`src/rtl/neural_pkg.sv`:
```
// neural_pkg: Q8.8 format constants and FSM state type shared by the neural datapath.
package neural_pkg;
  localparam int FRAC_BITS = 8;
  localparam int Q_ONE = 1 << FRAC_BITS;
  localparam int Q_MIN = -32768;
  localparam int Q_MAX = 32767;
  typedef enum logic [1:0] {IDLE, SEARCH, DONE} sig_inv_state_t;
endpackage

```
`src/rtl/sigmoid_inverse_sigmoid.sv`:
```
// sigmoid: combinational piecewise-linear Q8.8 sigmoid, monotone non-decreasing, output 0..255.
// Ports: i_x signed Q8.8 pre-activation; o_y signed Q8.8 activation.
// Negative inputs mirror around 0.5 via ~x so that sigmoid(-1) = 127 < sigmoid(0) = 128.
module sigmoid #(
  parameter int W = 16
) (
  input  logic signed [W-1:0] i_x,
  output logic signed [W-1:0] o_y
);
  logic [W-2:0] w_a;
  logic [W-1:0] w_f;
  assign w_a = i_x[W-1] ? ~i_x[W-2:0] : i_x[W-2:0];
  assign w_f = w_a < (W-1)'(256)  ? W'(w_a >> 2) + W'(128) :
               w_a < (W-1)'(608)  ? W'(w_a >> 3) + W'(160) :
               w_a < (W-1)'(1248) ? W'(w_a >> 5) + W'(216) : W'(255);
  assign o_y = i_x[W-1] ? W'(255) - w_f : w_f;
endmodule

```
`src/rtl/sigmoid_inverse.sv`:
```
// sigmoid_inverse: bisection logit, returns smallest Q8.8 x with sigmoid(x) >= y.
// Ports: clk, rst_n (async active-low); in_valid/in_ready/y_in request side;
// out_valid/out_ready/x_out result side; sat clamp flag only when SIGMOID_INV_SAT_EN is defined.
module sigmoid_inverse
  import neural_pkg::*;
#(
  parameter int W    = 16,
  parameter int FRAC = FRAC_BITS,
  parameter int ITER = W
) (
  input  logic                clk,
  input  logic                rst_n,
  input  logic                in_valid,
  output logic                in_ready,
  input  logic signed [W-1:0] y_in,
  output logic                out_valid,
  input  logic                out_ready,
  output logic signed [W-1:0] x_out
`ifdef SIGMOID_INV_SAT_EN
  , output logic              sat
`endif
);
  localparam int CW = $clog2(ITER + 1);
  localparam logic signed [W-1:0] ONE = W'(1) << FRAC;
  sig_inv_state_t r_state;
  logic signed [W-1:0] r_y, r_lo, r_hi, r_x, w_mid, w_sig;
  logic signed [W:0] w_sum;
  logic [CW-1:0] r_cnt;
  logic r_in_ready, r_out_valid;
`ifdef SIGMOID_INV_SAT_EN
  logic r_sat;
  assign sat = r_sat;
`endif
  assign in_ready = r_in_ready;
  assign out_valid = r_out_valid;
  assign x_out = r_x;
  assign w_sum = {r_lo[W-1], r_lo} + {r_hi[W-1], r_hi};
  assign w_mid = w_sum[W:1];
  // After ITER steps lo == hi, so the final cycle reuses sigmoid(mid) as sigmoid(lo).
  sigmoid #(.W(W)) u_sigmoid (.i_x(w_mid), .o_y(w_sig));
  always_ff @(posedge clk or negedge rst_n) begin
    if (!rst_n) begin
      r_state <= IDLE;
      r_in_ready <= 1'b1;
      r_out_valid <= 1'b0;
      r_x <= '0;
      r_y <= '0;
      r_lo <= '0;
      r_hi <= '0;
      r_cnt <= '0;
`ifdef SIGMOID_INV_SAT_EN
      r_sat <= 1'b0;
`endif
    end else begin
      case (r_state)
        IDLE: if (in_valid) begin
          r_y <= y_in;
          r_in_ready <= 1'b0;
          if (y_in <= 0 || y_in >= ONE) begin
            r_x <= y_in <= 0 ? W'(Q_MIN) : W'(Q_MAX);
`ifdef SIGMOID_INV_SAT_EN
            r_sat <= 1'b1;
`endif
            r_state <= DONE;
          end else begin
            r_lo <= W'(Q_MIN);
            r_hi <= W'(Q_MAX);
            r_cnt <= '0;
            r_state <= SEARCH;
          end
        end
        SEARCH: if (r_cnt == CW'(ITER)) begin
          r_x <= r_lo;
`ifdef SIGMOID_INV_SAT_EN
          r_sat <= w_sig < r_y;
`endif
          r_out_valid <= 1'b1;
          r_state <= DONE;
        end else begin
          r_cnt <= r_cnt + CW'(1);
          if (r_lo != r_hi) begin
            if (w_sig >= r_y) r_hi <= w_mid;
            else r_lo <= w_mid + W'(1);
          end
        end
        // Clamped results enter DONE with out_valid low, giving them a one-edge latency.
        DONE: if (!r_out_valid) r_out_valid <= 1'b1;
        else if (out_ready) begin
          r_out_valid <= 1'b0;
          r_in_ready <= 1'b1;
          r_state <= IDLE;
        end
        default: r_state <= IDLE;
      endcase
    end
  end
endmodule

```
`config.mk`:
```
export PLATFORM = sky130hd
export DESIGN_NAME = sigmoid_inverse
export DESIGN_NICKNAME = d
export VERILOG_FILES = /design/src/rtl/neural_pkg.sv /design/src/rtl/sigmoid_inverse_sigmoid.sv /design/src/rtl/sigmoid_inverse.sv
export SDC_FILE = /design/constraint.sdc
export NUM_CORES = 1
export LEC_CHECK = 0
export CAP_MARGIN = 20
export CELL_PAD_IN_SITES_DETAIL_PLACEMENT = 2
export CELL_PAD_IN_SITES_GLOBAL_PLACEMENT = 2
export CORE_MARGIN = 2
export CORE_UTILIZATION = 30
export CTS_BUF_LIST = sky130_fd_sc_hd__clkbuf_8 sky130_fd_sc_hd__clkbuf_16
export DETAILED_ROUTE_END_ITERATION = 8
export GPL_TIMING_DRIVEN = 0
export PLACE_DENSITY = 0.69
export RECOVER_POWER = 100
export SYNTH_ARGS = -nofsm -noshare
export SYNTH_HDL_FRONTEND = slang
export SYNTH_HIERARCHICAL = 1
export SYNTH_SLANG_ARGS = --single-unit
```
`constraint.sdc`:
```
create_clock -name clk -period 5.6 [get_ports clk]
set_clock_uncertainty 0.1 [all_clocks]
set_input_delay 0.56 -clock clk [delete_from_list [all_inputs] [get_ports clk]]
set_output_delay 0.56 -clock clk [all_outputs]
set_load 0.005 [all_outputs]
```
==> metrics.yaml, run 1 <==
status: "finished, violations left"
failed_checks: "capacitance limit, slew limit, setup timing"
vias: 5242
cp_common_cell: "buf_4"
period_share_pct: 111
crit_required_ns: 5.78
setup_viol: 32
critPathBufInv: 4
ys_types: 70
path_max_fanout: 7
vias_per_cell: 5.53
mostFrequentLayoutCell: "dfrtp_1"
port_buffers: 37
period_needed_ns: 6.24
hold_class: "reg2reg"
startpoint_type: "register"
syn_avg_cell_area_um2: 8.32
critPathCaptureType: "register"
core_um2: 17200
fin_ws_ns: -0.639
syn-cell-area_um2: 5270
first_pass_iters: 4
finalWirelength_um: 21800
die_x_um: 137
slew_headroom_pct: -57.3
cts_tree: "yes"
grt_pass1_wl_um: 32500
critPathKind: "reg2reg"
die_y_um: 137
clk_pin_slew_ns: 0.07
worstSkewPairLatency_ns: 0.35
async_flop_share_pct: 100
cap_violations: 2
globalRouteOverflowTotal: 0
tightest_slew_ns: 2.36
cts_sinks: 73
synth_top_cell_by_area: "dfrtp_1"
cts_max_path_buffers: 2
critPathArrivalTime_ns: 6.42
drive_above_1_share_pct: 24.2
avgRoutedWirePerCell_um: 22.9
hold_violations: 0
hold_slack_ns: 0.369
maxSlewViolCount: 76
dp_hpwl_um: 14500
postCtsHoldBufs: 0
antenna_found_initial: 0
synth_flop_cell: "dfrtp_1"
slowest_stage: "or4b_4"
synth_top_area_share_pct: 34.2
nets: 775
synth_warnings: 6
synth_edf_count: 0
fmax_ghz: 0.160
grt_pass1_vias: 5851
synth_seq_cells: 73
final_antenna_net_count: 0
rsz0062_at_grt: "true"
htree_levels: 3
final_cell_mix: "dfrtp_1 (72), nand2_1 (65), o21ai_0 (51)"
initial_utilization_pct: 30.6
ys_seq_area_share_pct: 34.7
row_count: 48
synth_area_leaders: "dfrtp_1 (34%), ha_1 (8.5%), o21ai_0 (6.2%), a21oi_1 (5.1%), nand2_1 (4.7%)"
critPathTopFamily: "simple AND/OR/NAND/NOR gates"
area_growth_pct: 37.6
gp_congestion: 0.876
grt_max_degree: 40
antenna_cells: 0
drc: 0
synthCells: 633
ios: 38
first_iter_violations: 186
numCtsBuffers: 9
grt_use_total_pct: 22.9
cpPeakStageDelay_ns: 0.54
die_area_um2: 18600
cts_root_buffer: "clkbuf_16"
==> final cells by class <==
| cell class | count | area, um^2 |
|---|---|---|
| Buffer | 35 | 225 |
| Clock buffer | 9 | 225 |
| Clock inverter | 7 | 83.8 |
| Fill cell | 1873 | 9990 |
| Inverter | 28 | 105 |
| Multi-Input combinational cell | 497 | 3810 |
| Sequential cell | 73 | 1830 |
| Tap cell | 225 | 282 |
| Timing Repair Buffer | 74 | 694 |
==> cells by family after synthesis <==
kind of cell	Yosys count	synth area share, %
and+or+nand+nor	222	21.4
AOI/OAI and AO/OA	196	22.8
DFF	73	34.7
buffers and inverters	67	5.46
adders and majority gates	37	8.93
xor gates and xnor gates	28	4.65
muxes	8	1.85
other	2	0.143
==> flip-flops by register name, summed over array words and instances (netlist names) <==
signal,cells
in_ready,1
r_hi,16
r_lo,16
r_state,2
out_valid,1
x_out,16
r_y,16
r_cnt,5
==> what timing repair did <==
action                     4_1_cts  5_1_grt
gates resized for setup         41      136
cloned                           2        1
pin swaps                       15       21
setup endpoints to repair       32       32
setup buffers                   18       13
==> Yosys cell counts, drive strengths merged, types with 6 or more instances <==
library cell and number:
nand3 14, nand2 66, nor3 11, a31oi 9, clkbuf 27, inv 28
a21o 6, xnor2 17, nand4 9, xor2 11, o211ai 9, buf 12
a21oi 55, o21ai 69, ha 36, dfrtp 72, nor4 14, o31ai 12
and4 6, nor2 58, nand2b 8
==> metrics by stage <==
| step | utilization, % | setup slack (ns) | std cells | cell area, um^2 | TNS (ns) |
|---|---|---|---|---|---|
| final | 42.1 | -0.639 | 948 | 7250 | -17.05 |
| after global routing | 42.1 | -0.922 | 948 | 7250 | -25.69 |
| after CTS | 38.4 | -0.641 | 933 | 6620 | -17.56 |
| after detailed placement | 34.7 | -1.39 | 900 | 5980 | -40.19 |
| after global placement | 34.6 | -1.07 | 899 | 5960 | -31.19 |
| after floorplan | - | -0.0937 | 637 | 5310 | -0.282 |
==> tightest hold or removal path: stages (launching register included) <==
cell	delay [ns]
dfstp_2	0.37
nand2_1	0.05
nand2_1	0.05
==> final timing paths <==
path | start | to | slack [ns] | cells past startpoint
hold reg to reg | in_ready$_DFFE_PN1P_ | in_ready$_DFFE_PN1P_ | 0.37 | 2
hold / removal | in_ready$_DFFE_PN1P_ | in_ready$_DFFE_PN1P_ | 0.37 | 2
max in group asynchronous | rst_n | r_hi[15]$_DFFE_PN0P_ | 1.67 | 2
setup / recovery | r_lo[2]$_DFFE_PN0P_ | r_lo[14]$_DFFE_PN0P_ | -0.64 | 25
setup reg to reg | r_lo[2]$_DFFE_PN0P_ | r_lo[14]$_DFFE_PN0P_ | -0.64 | 25
min in group asynchronous | rst_n | x_out[9]$_DFFE_PN0P_ | 0.68 | 1
==> per-layer routing <==
metal	vias up	wire [um]	global-route usage, %
met1	2667	9180	26.7
li1	2447	-	-
met3	39	642	3.59
met4	0	669	5.73
met2	89	11300	43.2
met5	-	0	0
Power of run 1 is not shown: default switching activity piles up to over one toggle a cycle in this logic, so the estimate is an artifact.
==> run 2, diff against run 1 <==
--- a/config.mk
+++ b/config.mk
@@ -11,6 +11,7 @@
 export CORE_MARGIN = 2
 export CORE_UTILIZATION = 30
 export CTS_BUF_LIST = sky130_fd_sc_hd__clkbuf_8 sky130_fd_sc_hd__clkbuf_16
+export CTS_CLUSTER_DIAMETER = 100
 export DETAILED_ROUTE_END_ITERATION = 8
 export GPL_TIMING_DRIVEN = 0
 export PLACE_DENSITY = 0.69
==> results of run 2 <==
Same layout as run 1: the final DEF is identical, and so are final timing and power.
Power of run 2 is left out for the same reason.
